File: src/rtl/bram_loader.sv
// rtl/bram_loader.sv - stream-to-BRAM loader with XOR checksum and optional readback verify
//
// Purpose: accepts a byte stream on a valid/ready handshake, writes consecutive
// BRAM addresses starting at a latched base (wrapping modulo 2**ADDR_W), keeps
// an XOR checksum of written bytes, optionally reads the region back and flags
// a checksum mismatch, then pulses done.
//
// Ports:
//   clk, rst            clock, asynchronous active-high reset
//   start               command pulse, sampled only while idle
//   base_addr, length   command parameters, latched on an accepted start
//   in_valid, in_ready, in_data   byte stream handshake
//   busy, done, error, checksum   status to the tester sequencer
//   bram_mode, bram_address, bram_byte_in, bram_byte_out   BRAM port

module bram_loader #(
    parameter int ADDR_W    = 17,
    parameter int DATA_W    = 8,
    parameter int VERIFY_EN = 1
) (
    input  logic              clk,
    input  logic              rst,
    input  logic              start,
    input  logic [ADDR_W-1:0] base_addr,
    input  logic [ADDR_W:0]   length,
    input  logic              in_valid,
    output logic              in_ready,
    input  logic [DATA_W-1:0] in_data,
    output logic              busy,
    output logic              done,
    output logic              error,
    output logic [DATA_W-1:0] checksum,
    output logic              bram_mode,
    output logic [ADDR_W-1:0] bram_address,
    output logic [DATA_W-1:0] bram_byte_in,
    input  logic [DATA_W-1:0] bram_byte_out
);

    typedef enum logic [2:0] {
        S_IDLE,
        S_LOAD,
        S_VERIFY,
        S_DRAIN,
        S_DONE
    } state_t;

    localparam logic [ADDR_W:0] CNT_ONE = {{ADDR_W{1'b0}}, 1'b1};

    state_t              state_q;
    logic [ADDR_W-1:0]   base_q;
    logic [ADDR_W:0]     len_q;
    logic [ADDR_W:0]     cnt_q;
    logic [DATA_W-1:0]   csum_q;
    logic [DATA_W-1:0]   vsum_q;
    logic                err_q;
    logic                done_q;
    logic                mode_q;
    logic [ADDR_W-1:0]   addr_q;
    logic [DATA_W-1:0]   byte_q;
    // Read pipeline: rv1_q = address issued last edge (BRAM samples it next edge),
    // rv2_q = BRAM has registered that read, bram_byte_out is valid this cycle.
    logic                rv1_q;
    logic                rv2_q;

    logic [ADDR_W-1:0]   cur_addr_d;
    logic                last_d;

    // Counter is one bit wider than the address so a full 2**ADDR_W length terminates.
    assign cur_addr_d = base_q + cnt_q[ADDR_W-1:0];
    assign last_d     = (cnt_q == (len_q - CNT_ONE));

    always_ff @(posedge clk or posedge rst) begin
        if (rst) begin
            state_q <= S_IDLE;
            base_q  <= '0;
            len_q   <= '0;
            cnt_q   <= '0;
            csum_q  <= '0;
            vsum_q  <= '0;
            err_q   <= 1'b0;
            done_q  <= 1'b0;
            mode_q  <= 1'b0;
            addr_q  <= '0;
            byte_q  <= '0;
            rv1_q   <= 1'b0;
            rv2_q   <= 1'b0;
        end else begin
            done_q <= 1'b0;
            mode_q <= 1'b0;
            case (state_q)
                S_IDLE: begin
                    if (start) begin
                        base_q  <= base_addr;
                        len_q   <= length;
                        cnt_q   <= '0;
                        csum_q  <= '0;
                        vsum_q  <= '0;
                        err_q   <= 1'b0;
                        rv1_q   <= 1'b0;
                        rv2_q   <= 1'b0;
                        state_q <= (length == '0) ? S_DONE : S_LOAD;
                    end
                end
                S_LOAD: begin
                    if (in_valid) begin
                        mode_q <= 1'b1;
                        addr_q <= cur_addr_d;
                        byte_q <= in_data;
                        csum_q <= csum_q ^ in_data;
                        if (last_d) begin
                            cnt_q   <= '0;
                            state_q <= (VERIFY_EN != 0) ? S_VERIFY : S_DONE;
                        end else begin
                            cnt_q <= cnt_q + CNT_ONE;
                        end
                    end
                end
                S_VERIFY: begin
                    addr_q <= cur_addr_d;
                    cnt_q  <= cnt_q + CNT_ONE;
                    rv1_q  <= 1'b1;
                    rv2_q  <= rv1_q;
                    if (rv2_q) begin
                        vsum_q <= vsum_q ^ bram_byte_out;
                    end
                    if (last_d) begin
                        state_q <= S_DRAIN;
                    end
                end
                S_DRAIN: begin
                    // Let in-flight reads retire; the last one settles the verdict.
                    rv1_q <= 1'b0;
                    rv2_q <= rv1_q;
                    if (rv2_q) begin
                        if (rv1_q) begin
                            vsum_q <= vsum_q ^ bram_byte_out;
                        end else begin
                            err_q   <= ((vsum_q ^ bram_byte_out) != csum_q);
                            state_q <= S_DONE;
                        end
                    end
                end
                S_DONE: begin
                    done_q  <= 1'b1;
                    state_q <= S_IDLE;
                end
                default: state_q <= S_IDLE;
            endcase
        end
    end

    assign in_ready     = (state_q == S_LOAD);
    assign busy         = (state_q == S_LOAD) || (state_q == S_VERIFY) || (state_q == S_DRAIN);
    assign done         = done_q;
    assign error        = err_q;
    assign checksum     = csum_q;
    assign bram_mode    = mode_q;
    assign bram_address = addr_q;
    assign bram_byte_in = byte_q;

endmodule
File: config.mk
export PLATFORM = sky130hd
export DESIGN_NAME = bram_loader
export DESIGN_NICKNAME = d
export VERILOG_FILES = /design/src/rtl/bram_loader.sv
export SDC_FILE = /design/constraint.sdc
export NUM_CORES = 1
export LEC_CHECK = 0
export ABC_AREA = 1
export BUFFER_PORTS_ARGS = -buffer_cell sky130_fd_sc_hd__buf_4
export CORE_MARGIN = 2
export CORE_UTILIZATION = 57
export CTS_BUF_LIST = sky130_fd_sc_hd__clkbuf_8
export DETAILED_ROUTE_END_ITERATION = 8
export PLACE_DENSITY = 0.8
export SYNTH_ARGS = -nofsm -noshare
export SYNTH_HDL_FRONTEND = slang
export SYNTH_SLANG_ARGS = --single-unit
File: constraint.sdc
create_clock -name clk -period 4.1 [get_ports clk]
set_input_delay 0.615 -clock clk [delete_from_list [all_inputs] [get_ports clk]]
set_output_delay 0.615 -clock clk [all_outputs]
set_load 0.02 [all_outputs]
==> Yosys cells after proc, flatten, opt, wreduce, memory -nomap -nowiden <==
Index checks and enable logic that the tools add are counted.
{ "word_totals": {"reg_bits": 102, "in_bits": 55, "out_inout_bits": 38, "wordCells": 83} }
{ "classes": {"addsub": 3, "n_eq_ne": 14, "n_mux": 30, "bitwise_logic": 2, "reduce_logical": 21} }
{ "op_table": {"columns": ["op", "count"], "rows": [
  ["18-bit two-way mux", 3],
  ["18-bit one-hot mux with 3 select lines", 1],
  ["8-bit two-way mux", 5],
  ["17-bit one-hot mux with 2 select lines", 1],
  ["8-bit one-hot mux with 3 select lines", 1],
  ["3-bit two-way mux", 7],
  ["18-bit by 1-bit adder with 18-bit output (second input constant)", 1],
  ["18-bit == test", 1],
  ["18-bit zero test", 1],
  ["18-bit by 1-bit subtractor with 18-bit output (second input constant)", 1],
  ["17-bit adder", 1],
  ["17-bit two-way mux", 1],
  ["8-bit one-hot mux with 2 select lines", 1],
  ["8-bit XOR", 2],
  ["2-bit inequality test (second input constant)", 7],
  ["3-bit one-hot mux with 4 select lines", 1],
  ["2-bit AND reduction", 5],
  ["8-bit inequality test", 1],
  ["2-bit nonzero test", 4],
  ["3-bit by 2-bit == test with 1-bit output (second input constant)", 2],
  ["1-bit two-way mux", 6],
  ["3-bit AND reduction", 2],
  ["6-bit AND reduction", 1],
  ["3-bit nonzero test", 2],
  ["10 further kinds", 12]
]} }

==> Logic depth before layout (Yosys ltp) <==
{ "depth": {"ltp_word": 5, "depth_mapped": 17, "mapped_depth_nobuf": 16} }

==> Worst setup path after synthesis <==
No wires, ideal clock.
{ "synth_path": {"path_kind": "register to register", "startpoint": "reg cnt_q[0]", "endpoint": "reg addr_q[10], in the netlist bram_address[10]", "setup_time_ps": 83, "t_arrival_ps": 2117, "t_required_ps": 4017, "slack_ps": 1900, "stages_incl_launch_ff": 10, "path_buffers": 0, "synth_period_minus_slack_ps": 2200, "path_cell_list": "dfrtp_1 ha_1 inv_1 fa_1 o21ai_0 a21boi_0 o21ai_0 a21oi_1 xor2_1 o21ai_0"} }
{ "synth_between": {"elab_chain_len": 3} }
{ "synth_rtl": {"columns": ["item", "line", "text"], "rows": [
  ["start, declared", "52", "logic [ADDR_W:0] cnt_q;"],
  ["start signal, assigned", "114", "cnt_q <= cnt_q + CNT_ONE;"],
  ["start signal, assigned", "120", "cnt_q <= cnt_q + CNT_ONE;"],
  ["17-bit adder *", "69", "assign cur_addr_d = base_q + cnt_q[ADDR_W-1:0];"],
  ["17-bit two-way mux", "105", "if (in_valid) begin"],
  ["17-bit one-hot mux with 2 select lines *", "90", "case (state_q)"],
  ["end signal, assigned", "107", "addr_q <= cur_addr_d;"],
  ["end signal, assigned", "119", "addr_q <= cur_addr_d;"],
  ["end, declared", "58", "logic [ADDR_W-1:0] addr_q;"]
]} }
Every way passes the cells marked *; elsewhere a longest branch is shown, timed or not. The select of a mux whose other input is x is not followed.
A chain may end at the register's enable or synchronous reset.

==> Worst setup path in the final report <==
{ "layout_path": {"startpoint": "reg state_q[1]", "endpoint": "out busy"} }
{ "layout_between": {"elab_chain_len": 3, "elab_cells_between_ends": 5, "classes_between": "3 x eq/ne; 2 x reduce/logical"} }
{ "layout_rtl": {"columns": ["item", "line", "text"], "rows": [
  ["start, declared", "49", "state_t state_q;"],
  ["start signal, assigned", "101", "state_q <= (length == '0) ? S_DONE : S_LOAD;"],
  ["start signal, assigned", "112", "state_q <= (VERIFY_EN != 0) ? S_VERIFY : S_DONE;"],
  ["3-bit by 1-bit == test with 1-bit output / 3-bit by 2-bit == test with 1-bit output (equally long branches)", "153", "assign busy = (state_q == S_LOAD) || (state_q == S_VERIFY) || (state_q == S_DRAIN);"],
  ["1-bit logical OR", "153", null],
  ["1-bit logical OR *", "153", null],
  ["end, declared", "29", "output logic busy,"]
]} }
Every way passes the cells marked *; elsewhere a longest branch is shown, timed or not.

==> load_flow_metrics.sql <==
INSERT INTO impl_metrics (metric_group, metric, value, unit) VALUES
('power_and_ir_drop', 'vdd.ir_drop.worst', '429', 'uV'),
('clock_network', 'cts-resized-gates', '0', ''),
('sta', 'fin_skew', '18.3', 'ps'),
('floorplanning', 'num_rows', '37', ''),
('floorplanning', 'chipHeight', '108', 'um'),
('sta', 'grt_setup_unrepaired', 'false', ''),
('synthesis', 'synth-seq-area-share', '0.416', ''),
('detailed_routing', 'detail-route-antenna-nets', '0', ''),
('clock_network', 'cts.htree.levels', '3', ''),
('cells_and_area', 'fin_nets', '970', ''),
('sta', 'tightest_slew', '907', 'ps'),
('detailed_routing', 'detail_route.wl_per_cell', '13.5', 'um'),
('global_routing', 'pin_count_of_the_biggest_net_entering_global_routing', '77', ''),
('flow_run', 'max-cap-violations', '0', ''),
('synthesis', 'synth_most_common_cell', 'nand2_1', ''),
('global_routing', 'grt_first_pass_wirelength', '23300', 'um'),
('setup_path', 'timing.critical_path.required', '3480', 'ps'),
('setup_path', 'critical_path.reg2reg.startpoint', 'cnt_q[0]', ''),
('placed_design', 'port_buffers', '92', ''),
('global_routing', 'groute.usage.overall', '0.254', ''),
('clock_network', 'post_cts.repair.setup_buffers', '0', ''),
('setup_path', 'startpoint_type', 'register', ''),
('setup_path', 'reg2regPathDepth', '9', ''),
('global_routing', 'via_count_of_the_first_global_routing_pass', '5149', ''),
('synthesis', 'post_synth_instance_area', '6140', 'um^2'),
('sta', 'final.min_clock_period', '2660', 'ps'),
('synthesis', 'mappedNetlistNets', '877', ''),
('floorplanning', 'start_util', '0.592', ''),
('placed_design', 'gp_congestion', '0.942', ''),
('floorplanning', 'chipWidth', '108', 'um'),
('setup_path', 'crit_path_max_fanout', '10', ''),
('status', 'outcome', 'finished, final reports clean', ''),
('hold_path', 'worst_hold_path_type', 'primary input to async pin', ''),
('cells_and_area', 'final.fill_count', '867', ''),
('detailed_routing', 'vias', '5468', ''),
('clock_network', 'clock_tree_from_tritoncts', 'built', ''),
('setup_path', 'cp-end-kind', 'output pin', ''),
('synthesis', 'synth_enable_flop_cells', '0', ''),
('power_and_ir_drop', 'power.density', '697', 'nW/um^2'),
('clock_network', 'ctsRootBufferMaster', 'clkbuf_8', ''),
('setup_path', 'rrSetupSlack', '1450', 'ps'),
('detailed_routing', 'first_iter_violations', '297', ''),
('cells_and_area', 'num_antenna_cells', '0', ''),
('sta', 'timing_max_transition_violations_final', '0', ''),
('synthesis', 'synthDominantCellAreaShare', '0.416', ''),
('clock_network', 'clock_latency_of_the_later_clocked_register_in_the_worst_skew_pair', '390', 'ps'),
('synthesis', 'synth_seq_cells', '102', ''),
('sta', 'worst_slew_margin_rel', '0.395', ''),
('global_routing', 'grt_remaining_overflow', '0', ''),
('clock_network', 'total_cts_buffers', '9', ''),
('sta', 'setup_total_negative_slack', '0', 'ps'),
('cells_and_area', 'area.growth.synth_to_final', '16.8', '%'),
('synthesis', 'syn_avg_cell_area', '7.65', 'um^2'),
('cells_and_area', 'post_layout_nonfiller_instances', '1037', ''),
('synthesis', 'synthCells', '803', ''),
('sta', 'hold_viol_final', '0', ''),
('setup_path', 'longest_individual_stage_delay_on_the_worst_path', '490', 'ps'),
('synthesis', 'synthFlopType', 'dfrtp_1', ''),
('setup_path', 'path_class', 'register to output pin', ''),
('sta', 'crit_share_post_route', '0.649', ''),
('synthesis', 'netlist_top_cells_count', '211 x nand2_1, 128 x inv_1, 102 x dfrtp_1', ''),
('floorplanning', 'placeableCoreArea', '10400', 'um^2'),
('synthesis', 'synth.yosys.warnings', '0', ''),
('detailed_routing', 'drcViolationCount', '0', ''),
('global_routing', 'grt_antenna_before_repair', '0', ''),
('setup_path', 'crit_path_top_delay_cell', 'dfrtp_1', ''),
('sta', 'fmax', '376', 'MHz'),
('synthesis', 'ys_async_sr_fraction', '1.00', ''),
('cells_and_area', 'multi_input_gate_area', '3030', 'um^2'),
('clock_network', 'cts_hold_buffers', '0', ''),
('clock_network', 'clock_path_buffers', '2', '');
[flip-flops by register name, indices dropped and copies added, names as in the netlist]
name          cells
base_q           17
vsum_q            8
checksum          8
rv2_q             1
bram_address     17
bram_byte_in      8
bram_mode         1
len_q            18
error             1
done              1
state_q           3
cnt_q            18
rv1_q             1
[cells by family after synthesis]
| group | count (synthesis) | share of synthesized area |
|---|---|---|
| DFF | 102 | 0.416 |
| and+or+nand+nor | 366 | 0.260 |
| AOI/OAI and AO/OA | 108 | 0.0976 |
| xor gates and xnor gates | 45 | 0.0642 |
| adders and majority gates | 19 | 0.0399 |
| buffers and inverters | 146 | 0.0917 |
| muxes | 17 | 0.0312 |
[metal layers]
metal,part of all wire,vias up,GRT usage
met1,0.44,2557,0.323
met4,0.019,0,0.0723
met3,0.057,25,0.0593
li1,-,2732,-
met5,0,-,0
met2,0.49,154,0.431
[worst max-delay path, delay by kind of cell, from the launching register on]
kind,cells,cell delay [ps]
and+or+nand+nor,4,620
buffers and inverters,5,560
DFF,1,490
[area by class of cell]
class | count | area share
Clock buffer | 10 | 0.0192
Multi-Input combinational cell | 555 | 0.422
Timing Repair Buffer | 95 | 0.0994
Tap cell | 136 | 0.0237
Inverter | 133 | 0.0700
Sequential cell | 102 | 0.356
Clock inverter | 6 | 0.00977
[through the flow]
stage          power [mW]  instance area [um^2]  utilization  setup WS, ps  hold slack, ps
2_1_floorplan        3.56                  6140            -           810             469
3_3_place_gp         4.22                  6960        0.672          1700             457
3_5_place_dp         4.33                  6960        0.672          1550             460
4_1_cts              5.01                  7170        0.692          1440             444
5_1_grt              5.42                  7170        0.692          1200             447
6_report             5.00                  7170        0.692          1440             437
[layout by cell type (no fill, tap or decap), types with 2 or more instances in the layout]
master / count
a21boi_0: 2
a21o_1: 2
a21oi_1: 26
a31oi_1: 6
buf_4: 95
clkbuf_8: 10
clkinvlp_4: 2
dfrtp_1: 102
ha_1: 18
inv_1: 127
inv_2: 5
mux2_2: 17
nand2_1: 210
nand2_2: 8
nand3_1: 33
nand3b_1: 4
nand4_1: 16
nor2_1: 65
nor2_2: 4
nor2_4: 4
nor3_1: 12
nor4_1: 2
o21ai_0: 58
o21bai_1: 4
o41ai_1: 5
or2_2: 3
xnor2_1: 20
xor2_1: 25
[worst max path at each step]
stage                          start               end  slack [ps]  cells after the start
after floorplan                  rst         base_q[0]         810                      1
after global placement      cnt_q[0]  bram_address[10]        1700                      9
after detailed placement    cnt_q[0]  bram_address[10]        1550                      9
after CTS                 state_q[1]              busy        1440                      9
after global routing        cnt_q[0]  bram_address[10]        1200                      9
final                     state_q[1]              busy        1440                      9
[power by group]
part           internal [mW]  switching (mW)
Clock                  0.303           0.363
Combinational          0.982            1.60
Sequential              1.40           0.343
Total                   2.69            2.31
(Power assumes the default switching activity.)
